===== src/rtl/mem_port_arbiter.sv =====
// Purpose : shares one memory port between instruction fetch (port 0) and load/store (port 1).
// Latency : grant in cycle 0, mem_req from cycle 1, pX_rvalid one cycle after mem_rvalid (min 3).
// Backpr. : one transaction in flight; requesters hold req until gnt, memory holds off via mem_ack.
//
// Ports:
//   clk, rst                      clock (rising edge), asynchronous active-low reset
//   pX_req/we/addr/wdata          requester X transaction, held stable until pX_gnt
//   pX_gnt                        combinational accept, only ever asserted in IDLE
//   pX_rvalid/pX_err              one-cycle response pulse to the owner, err = timed out
//   rdata                         shared response data, valid with pX_rvalid
//   mem_req/we/addr/wdata         request to memory, held until mem_ack
//   mem_ack/mem_rvalid/mem_rdata  memory accept, memory response and read data
module mem_port_arbiter #(
    parameter int word_width = 32,
    parameter int PRIO_MODE  = 0,
    parameter int TIMEOUT    = 16,
    parameter int CNT_W      = 8
) (
    input  logic                  clk,
    input  logic                  rst,
    input  logic                  p0_req,
    input  logic                  p0_we,
    input  logic [word_width-1:0] p0_addr,
    input  logic [word_width-1:0] p0_wdata,
    output logic                  p0_gnt,
    output logic                  p0_rvalid,
    output logic                  p0_err,
    input  logic                  p1_req,
    input  logic                  p1_we,
    input  logic [word_width-1:0] p1_addr,
    input  logic [word_width-1:0] p1_wdata,
    output logic                  p1_gnt,
    output logic                  p1_rvalid,
    output logic                  p1_err,
    output logic [word_width-1:0] rdata,
    output logic                  mem_req,
    output logic                  mem_we,
    output logic [word_width-1:0] mem_addr,
    output logic [word_width-1:0] mem_wdata,
    input  logic                  mem_ack,
    input  logic                  mem_rvalid,
    input  logic [word_width-1:0] mem_rdata
);

    typedef enum logic [1:0] {IDLE, REQ, WAIT, RESP} state_t;

    state_t           state;
    logic             owner;       // 0 = port 0, 1 = port 1
    logic             last_owner;  // owner of the most recently completed transaction
    logic [CNT_W-1:0] cnt;

    logic tie_to_p0;
    logic win0;
    logic win1;
    logic grant_ok;
    logic timed_out;
    logic done;
    logic done_err;
    logic capture;

    // On a tie, round-robin favours the port that did not go last; fixed mode favours port 1.
    assign tie_to_p0 = (PRIO_MODE == 0) ? last_owner : 1'b0;
    assign win0      = p0_req & (~p1_req | tie_to_p0);
    assign win1      = p1_req & ~win0;

    // Qualified with rst so the grants read 0 while reset is held, like every other output.
    assign grant_ok  = (state == IDLE) & rst;
    assign p0_gnt    = grant_ok & win0;
    assign p1_gnt    = grant_ok & win1;

    assign timed_out = (cnt == CNT_W'(TIMEOUT - 1));

    // A real completion in the same cycle as the last allowed count wins over the timeout.
    always_comb begin
        done     = 1'b0;
        done_err = 1'b0;
        capture  = 1'b0;
        case (state)
            REQ: begin
                capture  = mem_ack & mem_rvalid;
                done     = capture | timed_out;
                done_err = ~capture & timed_out;
            end
            WAIT: begin
                capture  = mem_rvalid;
                done     = capture | timed_out;
                done_err = ~capture & timed_out;
            end
            default: begin
                capture  = 1'b0;
                done     = 1'b0;
                done_err = 1'b0;
            end
        endcase
    end

    always_ff @(posedge clk or negedge rst) begin
        if (!rst) begin
            state      <= IDLE;
            owner      <= 1'b0;
            last_owner <= 1'b1;
            cnt        <= '0;
            p0_rvalid  <= 1'b0;
            p0_err     <= 1'b0;
            p1_rvalid  <= 1'b0;
            p1_err     <= 1'b0;
            rdata      <= '0;
            mem_req    <= 1'b0;
            mem_we     <= 1'b0;
            mem_addr   <= '0;
            mem_wdata  <= '0;
        end else begin
            // Response flags are single-cycle pulses unless set again below.
            p0_rvalid <= 1'b0;
            p0_err    <= 1'b0;
            p1_rvalid <= 1'b0;
            p1_err    <= 1'b0;

            if (capture) begin
                rdata <= mem_rdata;
            end

            case (state)
                IDLE: begin
                    if (p0_gnt || p1_gnt) begin
                        owner     <= p1_gnt;
                        mem_we    <= p1_gnt ? p1_we    : p0_we;
                        mem_addr  <= p1_gnt ? p1_addr  : p0_addr;
                        mem_wdata <= p1_gnt ? p1_wdata : p0_wdata;
                        mem_req   <= 1'b1;
                        cnt       <= '0;
                        state     <= REQ;
                    end
                end
                REQ, WAIT: begin
                    cnt <= cnt + CNT_W'(1);
                    if (done) begin
                        mem_req   <= 1'b0;
                        p0_rvalid <= ~owner;
                        p1_rvalid <= owner;
                        p0_err    <= ~owner & done_err;
                        p1_err    <= owner & done_err;
                        state     <= RESP;
                    end else if (state == REQ && mem_ack) begin
                        mem_req <= 1'b0;
                        state   <= WAIT;
                    end
                end
                RESP: begin
                    last_owner <= owner;
                    state      <= IDLE;
                end
                default: begin
                    state <= IDLE;
                end
            endcase
        end
    end

endmodule

===== config.mk =====
export PLATFORM = sky130hd
export DESIGN_NAME = mem_port_arbiter
export DESIGN_NICKNAME = d
export VERILOG_FILES = /design/src/rtl/mem_port_arbiter.sv
export SDC_FILE = /design/constraint.sdc
export NUM_CORES = 1
export LEC_CHECK = 0
export CELL_PAD_IN_SITES_DETAIL_PLACEMENT = 0
export CELL_PAD_IN_SITES_GLOBAL_PLACEMENT = 1
export CORE_MARGIN = 8
export CORE_UTILIZATION = 30
export CTS_CLUSTER_SIZE = 20
export DETAILED_ROUTE_END_ITERATION = 10
export PLACE_DENSITY = 0.87
export SETUP_SLACK_MARGIN = 0.15
export SLEW_MARGIN = 20
export SYNTH_ARGS = -nofsm -noshare
export SYNTH_HDL_FRONTEND = slang
export SYNTH_SLANG_ARGS = --single-unit

===== constraint.sdc =====
create_clock -name clk -period 4.65 [get_ports clk]
set_input_delay 0.6975 -clock clk [delete_from_list [all_inputs] [get_ports clk]]
set_output_delay 0.6975 -clock clk [all_outputs]
set_load 0.01 [all_outputs]

==> metrics.md, run 1 <==
| Metric | Value |
|---|---|
| Leakage power | 3.79 nW |
| Crit Path Category | reg2out |
| Post-DRT Antenna Nets | 0 |
| Vias in the first global route | about 4,700 |
| Post-Route Utilization | a little over half |
| First-pass GRT wire length | roughly 27 mm |
| Cts bufs inserted | 17 |
| Drt via density | between 4 and 5 |
| Total vias in the final route | between 4,000 and 5,000 |
| Sw Share | a little under a third |
| Final worst-path cycle share | 64.7% |
| Drt initial violations | about 440 |
| Hold Path Class | in2async |
| Remaining DRCs | 0 |
| Hold_buf cts | 0 |
| Crit-path max FO | 10 |
| Grt total ovfl | 0 |
| Critical Path, Cell by Cell | inv_1, ha_1, nand3_1, a21oi_4, clkdlybuf4s50_1 |
| Worst-path clk slew | approximately 0.050 ns |
| Worst path max stage delay | 0.58 ns |
| Routed wire per std cell | just under 20 microns |
| Rows | 46 |
| P&R area growth vs syn | 75.0% |
| Setup-failing EPs final | 0 |
| Post-Route WL | roughly 17 mm |
| Num ports | between 200 and 300 |
| Total power | between 5 and 6 mW |
| Core Footprint | about 0.016 sq mm |
| Nets | a little over 800 |
| IO buf count | approximately 270 |
| Worst setup SP type | flip-flop |
| Die H | between 100 and 150 microns |
| CTS HTree Levels | 4 |
| Sequential share of the synthesized area | between 60 and 70% |
| Setup TNS | 0 ns |
| Least-Margin Pin Slew | roughly 0.94 ns |
| CP max-delay cell | clkdlybuf4s50_1 |
| Later-pin clock latency in the skew report | 0.41 ns |
| Fin area | between 0.008 and 0.009 sq mm |
| CTS max path bufs | 2 |
| Net Count, Synth | approximately 550 |
| Max_slew headroom | between 30 and 40% |
| Die X-Extent | approximately 140 microns |
| Switching Power | approximately 1.7 mW |
| Logic pwr share | 41.7% |
| Yosys warns | 0 |
| RSZ-0062 raised after global routing | false |
| Skew final | between 0.008 and 0.009 ns |
| Syn avg cell area | 12.5 sq um |
| Largest delay contributor family on the critical path | buffers and inverters |
| Cell-internal power | ~3.6 mW |
| Crit path DAT | approximately 2.3 ns |
| Clk network pwr share | between 20% and 30% |
| Netlist Area Pre-Place | between 0.004 and 0.005 sq mm |
| Die footprint | roughly 0.020 sq mm |
| Clock sinks | between 100 and 150 |
| Flop pwr share | around a third |
| CTS tree | built |
| Max Cap Viol | 0 |
| First-pass DRT Iterations | 8 |
| Routability cong. | 0.855 |
| Fin. Hold Viols | 0 |
| WP buf/inv | 2 |
| Initial antenna violation count | 0 |
| Post-Place Cell Area | ~0.0076 sq mm |
| Root Driver | clkbuf_16 |
| All-Layer GR Usage | between 15 and 20% |
| Initial core utilization | between 30 and 40% |
| HPWL after detailed placement | between 10 and 15 mm |
| Fmax | 332 MHz |
| Clock period minus worst slack | between 3 and 4 ns |
| Post-CTS setup buffer count | 0 |
| Largest net degree at the start of global routing | 75 |
| Fin. max-slew vios | 0 |
| Crit end category | output port |
| Synthesized flop and latch total | approximately 110 |
| Synth unique cells | 33 |
| Max IR drop VDD | between 0.2 and 0.3 mV |
| Syn Inst Count | approximately 380 |
| Layout cells sized above 1 | roughly an eighth |
| P per Cell Area | ~640 mW/mm^2 |
| Status | finished clean |
| Worst EP required | 3.95 ns |
| Cts repair resizes | 0 |
cells in the final DEF, fill, tap and decap left out, types with 3 or more instances in the layout:
cell             count
clkdlybuf4s50_1    270
dfrtp_1            113
inv_1               71
a222oi_1            65
mux2_2              34
clkbuf_16           17
nand2_1             10
a21oi_1              8
o21ai_0              6
buf_4                6
nand3_1              5
ha_1                 5
and3_1               4
bufinv_16            4
nor3_1               3
o211ai_1             3
a22o_1               3
clkinv_2             3
clkinvlp_4           3
sequential cells by signal (all words and copies together) (netlist names):
register / flops
last_owner: 1
mem_req: 1
state: 2
p1_err: 1
p0_err: 1
mem_addr: 32
owner: 1
mem_we: 1
cnt: 8
rdata: 32
p0_rvalid: 1
p1_rvalid: 1
mem_wdata: 32
routing by layer:
| layer | up-vias | GRT usage [%] | share of wire [%] |
|---|---|---|---|
| met5 | - | 0 | 0 |
| met4 | 0 | 8.20 | 3.2 |
| met3 | 38 | 8.00 | 11 |
| met2 | 225 | 27.4 | 48 |
| met1 | 2083 | 19.2 | 38 |
| li1 | 1955 | - | - |
power by group through the flow:
stage | sequential [mW] | combinational (mW) | clock [mW]
global placement | 1.70 | 2.17 | 0
finish | 1.72 | 2.20 | 1.36
global route | 1.78 | 2.38 | 1.44
detailed placement | 1.72 | 2.22 | 0
floorplan | 1.88 | 0.815 | 0
CTS | 1.72 | 2.23 | 1.40
cell families (layout without fill, tap and decap cells):
kind of cell	after synthesis	after routing	share of synthesized area, %
AO/OA/AOI/OAI	97	97	18.3
adder cells (fa/ha/maj)	5	5	1.33
buffers and inverters	98	378	8.24
flip-flops	114	114	60.6
multiplexers	35	35	8.34
other	0	1	0
AND/OR/NAND/NOR	29	29	3.16
final cells by class:
| type | count | area (sq um) |
|---|---|---|
| Sequential cell | 114 | 2850 |
| Fill cell | 1344 | 7360 |
| Clock buffer | 21 | 460 |
| Inverter | 71 | 267 |
| Tap cell | 216 | 270 |
| Timing Repair Buffer | 276 | 2750 |
| Clock inverter | 10 | 158 |
| Antenna cell | 1 | 2.50 |
| Multi-Input combinational cell | 166 | 1480 |
synth_stat cells:
cell type,number,share of area [%]
o21ai_1,2,0.21
mux2_2,34,8.1
a222oi_1,65,14
a22o_1,3,0.56
buf_6,1,0.24
and3_1,4,0.53
nand2b_1,2,0.27
a22oi_2,1,0.27
buf_2,10,1.1
a211oi_1,1,0.16
inv_1,71,5.7
dfrtp_1,113,60
o211ai_1,3,0.48
a21o_1,1,0.16
or4_4,1,0.24
nor2_1,2,0.16
o21a_1,1,0.16
a21oi_1,9,0.96
dfstp_2,1,0.56
a32o_1,1,0.21
clkbuf_1,14,1.1
o21ba_2,1,0.21
nand2_1,10,0.80
mux2i_1,1,0.21
o21ai_0,6,0.64
or2_4,1,0.19
a31oi_1,2,0.27
nand3_1,5,0.53
buf_1,2,0.16
o2111a_1,1,0.24
nor3_1,3,0.32
nand4_1,1,0.13
ha_1,5,1.3
per-stage QoR:
stage / setup slack, ns / instances / hold WS, ns
after global placement: 1.74 / 843 / 0.472
final: 1.64 / 875 / 0.283
after floorplan: 2.58 / 378 / 0.402
after detailed placement: 1.71 / 843 / 0.476
after CTS: 1.60 / 874 / 0.282
after global routing: 1.47 / 874 / 0.309
worst reg2reg max path, delay by kind of cell (launching register included):
family,cells,cell delay (ns)
AOI/OAI and AO/OA,3,0.59
DFF,1,0.40
muxes,1,0.15
adders and majority gates,1,0.32
buffers and inverters,2,0.78
worst paths after layout:
| kind | start | to | slack, ns | cells past startpoint |
|---|---|---|---|---|
| min in group clk | mem_wdata[16]$_DFFE_PN0P_ | mem_wdata[16]$_DFFE_PN0P_ | 0.49 | 2 |
| worst min register to register | mem_wdata[16]$_DFFE_PN0P_ | mem_wdata[16]$_DFFE_PN0P_ | 0.49 | 2 |
| worst max register to register | state[0]$_DFFE_PN0P_ | cnt[2]$_DFFE_PN0P_ | 2.28 | 7 |
| worst min-delay path | rst | rdata[4]$_DFFE_PN0P_ | 0.28 | 1 |
| max in group asynchronous | rst | mem_addr[10]$_DFFE_PN0P_ | 3.01 | 2 |
| worst max-delay path | state[1]$_DFFE_PN0P_ | p1_gnt | 1.64 | 5 |
Note: power is estimated with default switching activity, not from simulation.
==> run 2, diff against run 1 <==
--- a/config.mk
+++ b/config.mk
@@ -8,10 +8,10 @@
 export CELL_PAD_IN_SITES_DETAIL_PLACEMENT = 0
 export CELL_PAD_IN_SITES_GLOBAL_PLACEMENT = 1
 export CORE_MARGIN = 8
-export CORE_UTILIZATION = 30
+export CORE_UTILIZATION = 26
 export CTS_CLUSTER_SIZE = 20
 export DETAILED_ROUTE_END_ITERATION = 10
-export PLACE_DENSITY = 0.87
+export PLACE_DENSITY = 0.8
 export SETUP_SLACK_MARGIN = 0.15
 export SLEW_MARGIN = 20
 export SYNTH_ARGS = -nofsm -noshare
==> constraint.sdc (replaced) <==
create_clock -name clk -period 2.45 [get_ports clk]
set_input_delay 0.3675 -clock clk [delete_from_list [all_inputs] [get_ports clk]]
set_output_delay 0.3675 -clock clk [all_outputs]
set_load 0.01 [all_outputs]
==> run 2 against run 1 <==
Against the previous run: sequential power rose by 90%; clock skew rose by 0.0055 ns; sequential share of layout area fell by 0.62 points; cell count rose by 2.3%; flip-flop and latch count did not move; routed wire length fell by 0.99%; global-route usage fell by 2.7 points; total power rose by 94%; critical path depth did not move; critical endpoint is now p0_gnt; largest power group unchanged; highest routed layer unchanged.
==> metrics.md, run 2 (synthesis gave the netlist of run 1 again) <==
| Metric | Value |
|---|---|
| Status | finished clean |
| Met2 Use GR | about 25% |
| Cts bufs inserted | 17 |
| P&R area growth vs syn | 78.2% |
| Root Driver | clkbuf_16 |
| Final hold slack | roughly 0.49 ns |
| Max IR drop VDD | 0.653 mV |
| Worst-path clk slew | roughly 0.060 ns |
| Hold Crit Depth | 2 |
| Worst EP required | around 2.1 ns |
| All-Layer GR Usage | 14.5% |
| Core Footprint | ~0.018 sq mm |
| Max_slew headroom | just over 60% |
| Least-Margin Pin Slew | around 0.57 ns |
| Setup TNS | 0 ns |
| Total vias in the final route | approximately 4,300 |
| Most Crowded Layer GR | met2 |
| CTS HTree Levels | 4 |
| Remaining DRCs | 0 |
| Setup-failing EPs final | 0 |
| Num ports | ~270 |
| Hold Path Class | reg2reg |
| Layout cells sized above 1 | about 12% |
| CTS tree | built |
| Crit path DAT | 1.82 ns |
| Worst reg2reg path endpoint | cnt[0]$_DFFE_PN0P_ |
| P per Cell Area | between 1000 and 1500 mW/mm^2 |
| Initial antenna violation count | 0 |
| Clock period minus worst slack | ~2.2 ns |
| Commonest non-fill, non-tap cell in the layout | clkdlybuf4s50_1 |
| Vias in the first global route | 4,634 |
| RSZ-0062 raised after global routing | false |
| Die X-Extent | approximately 150 microns |
| Nets | a little over 800 |
| Routability cong. | roughly 0.78 |
| Post-Route WL | ~17 mm |
| Commonest non-fill, non-tap cells in the layout | clkdlybuf4s50_1, dfrtp_1, inv_1 |
| Rows | between 40 and 50 |
| Drt via density | 4.84 |
| Later-pin clock latency in the skew report | 0.41 ns |
| Total power | just over 10 mW |
| Min-Delay Endpoint | mem_addr[10]$_DFFE_PN0P_ |
| Dpl ws | around 0.19 ns |
| CTS max path bufs | 2 |
| Leakage power | approximately 3.9 nW |
| Met3 Resource Use GR | about 6.7% |
| Die H | roughly 150 microns |
| Final Worst Setup Slack | around 0.27 ns |
| Skew final | about 0.014 ns |
| # fillers | 1,601 |
| Crit Path Category | reg2out |
| Post-DRT Antenna Nets | 0 |
| Fin. Hold Viols | 0 |
| HPWL after detailed placement | 12.6 mm |
| IO buf count | 271 |
| Ant diodes | 0 |
| Worst reg2reg startpoint | state[0]$_DFFE_PN0P_ |
| Post-Route Utilization | 47.0% |
| Initial core utilization | 26.4% |
| GR Util met1 | between 10% and 20% |
| Die footprint | 0.0227 sq mm |
| Hold path startpoint | mem_addr[10]$_DFFE_PN0P_ |
| Biggest regs | mem_addr: 32 flops, mem_wdata: 32 flops, rdata: 32 flops |
| Max Cap Viol | 0 |
| R2R setup slack | 0.36 ns |
| Drt initial violations | approximately 380 |
| Post-CTS setup buffer count | 0 |
| Reg2reg path depth | 6 |
| Final worst-path cycle share | approximately nine tenths |
| First-pass DRT Iterations | 8 |
| First-pass GRT wire length | 25.6 mm |
| Largest net degree at the start of global routing | 102 |
| Fmax | roughly 460 MHz |
| Worst setup SP type | flip-flop |
| Grt total ovfl | 0 |
| Crit-path max FO | 9 |
| Routed wire per std cell | around 19 microns |
| Fin. max-slew vios | 0 |
| Crit end category | output port |
| Clock sinks | between 100 and 150 |
run 2: cell count changes in the layout (fill, tap and decap cells not counted), sizes merged:
cell / previous run / this run
buf: 6 / 11
bufinv: 4 / 5
clkbuf: 21 / 23
clkdlybuf4s15: 0 / 1
clkdlybuf4s50: 270 / 268
clkinv: 3 / 4
clkinvlp: 3 / 0
diode: 1 / 0
dlygate4sd2: 0 / 1
dlygate4sd3: 0 / 2
run 2: cell type report:
type                    instances  area, sq um  share of cell area, %
flip-flops and latches        114         2850                   34.0
inverters                      71          267                   3.18
well taps                     229          287                   3.41
clock buffers                  23          468                   5.58
multi-input cells             166         1490                   17.7
clock inverters                 9          178                   2.12
repair buffers                283         2850                   34.0
run 2: metrics by stage:
| step | instances | area [sq um] |
|---|---|---|
| after floorplan | 378 | 4710 |
| after global placement | 861 | 7720 |
| after detailed placement | 861 | 7720 |
| after CTS | 895 | 8390 |
| after global routing | 895 | 8390 |
| final | 895 | 8390 |
run 2: worst max-delay path by stage:
stage,from,endpoint,depth (start not counted)
floorplan,state[0]$_DFFE_PN0P_,cnt[5]$_DFFE_PN0P_,7
global placement,p1_req,p1_gnt,4
detailed placement,p1_req,p1_gnt,4
CTS,state[0]$_DFFE_PN0P_,p1_gnt,5
global route,state[0]$_DFFE_PN0P_,p1_gnt,5
finish,state[0]$_DFFE_PN0P_,p0_gnt,5
run 2: power breakdown:
group          total [mW]  internal (mW)  switching [mW]  leakage [nW]
logic                4.25           2.45            1.80          2.13
clock network        2.69           1.86           0.836         0.315
registers            3.27           2.74           0.528          1.42
run 2: layer usage:
metal / part of all wire [%] / up-vias
li1: - / 1970
met3: 12 / 17
met2: 49 / 229
met4: 1.4 / 0
met1: 38 / 2112
met5: 0 / -
run 2: repair_timing:
item	4_1_cts	5_1_grt
endpoints found under the hold margin	12	0
hold buffers	2	0
setup endpoints to repair	2	3
gates resized for setup	2	2
pin swaps	0	0
run 2: critical path, cell delays in order (launching register included):
cell             delay, ns
dfrtp_1               0.41
inv_1                 0.12
ha_1                  0.18
buf_4                 0.17
o2111a_2              0.24
clkdlybuf4s15_1       0.29
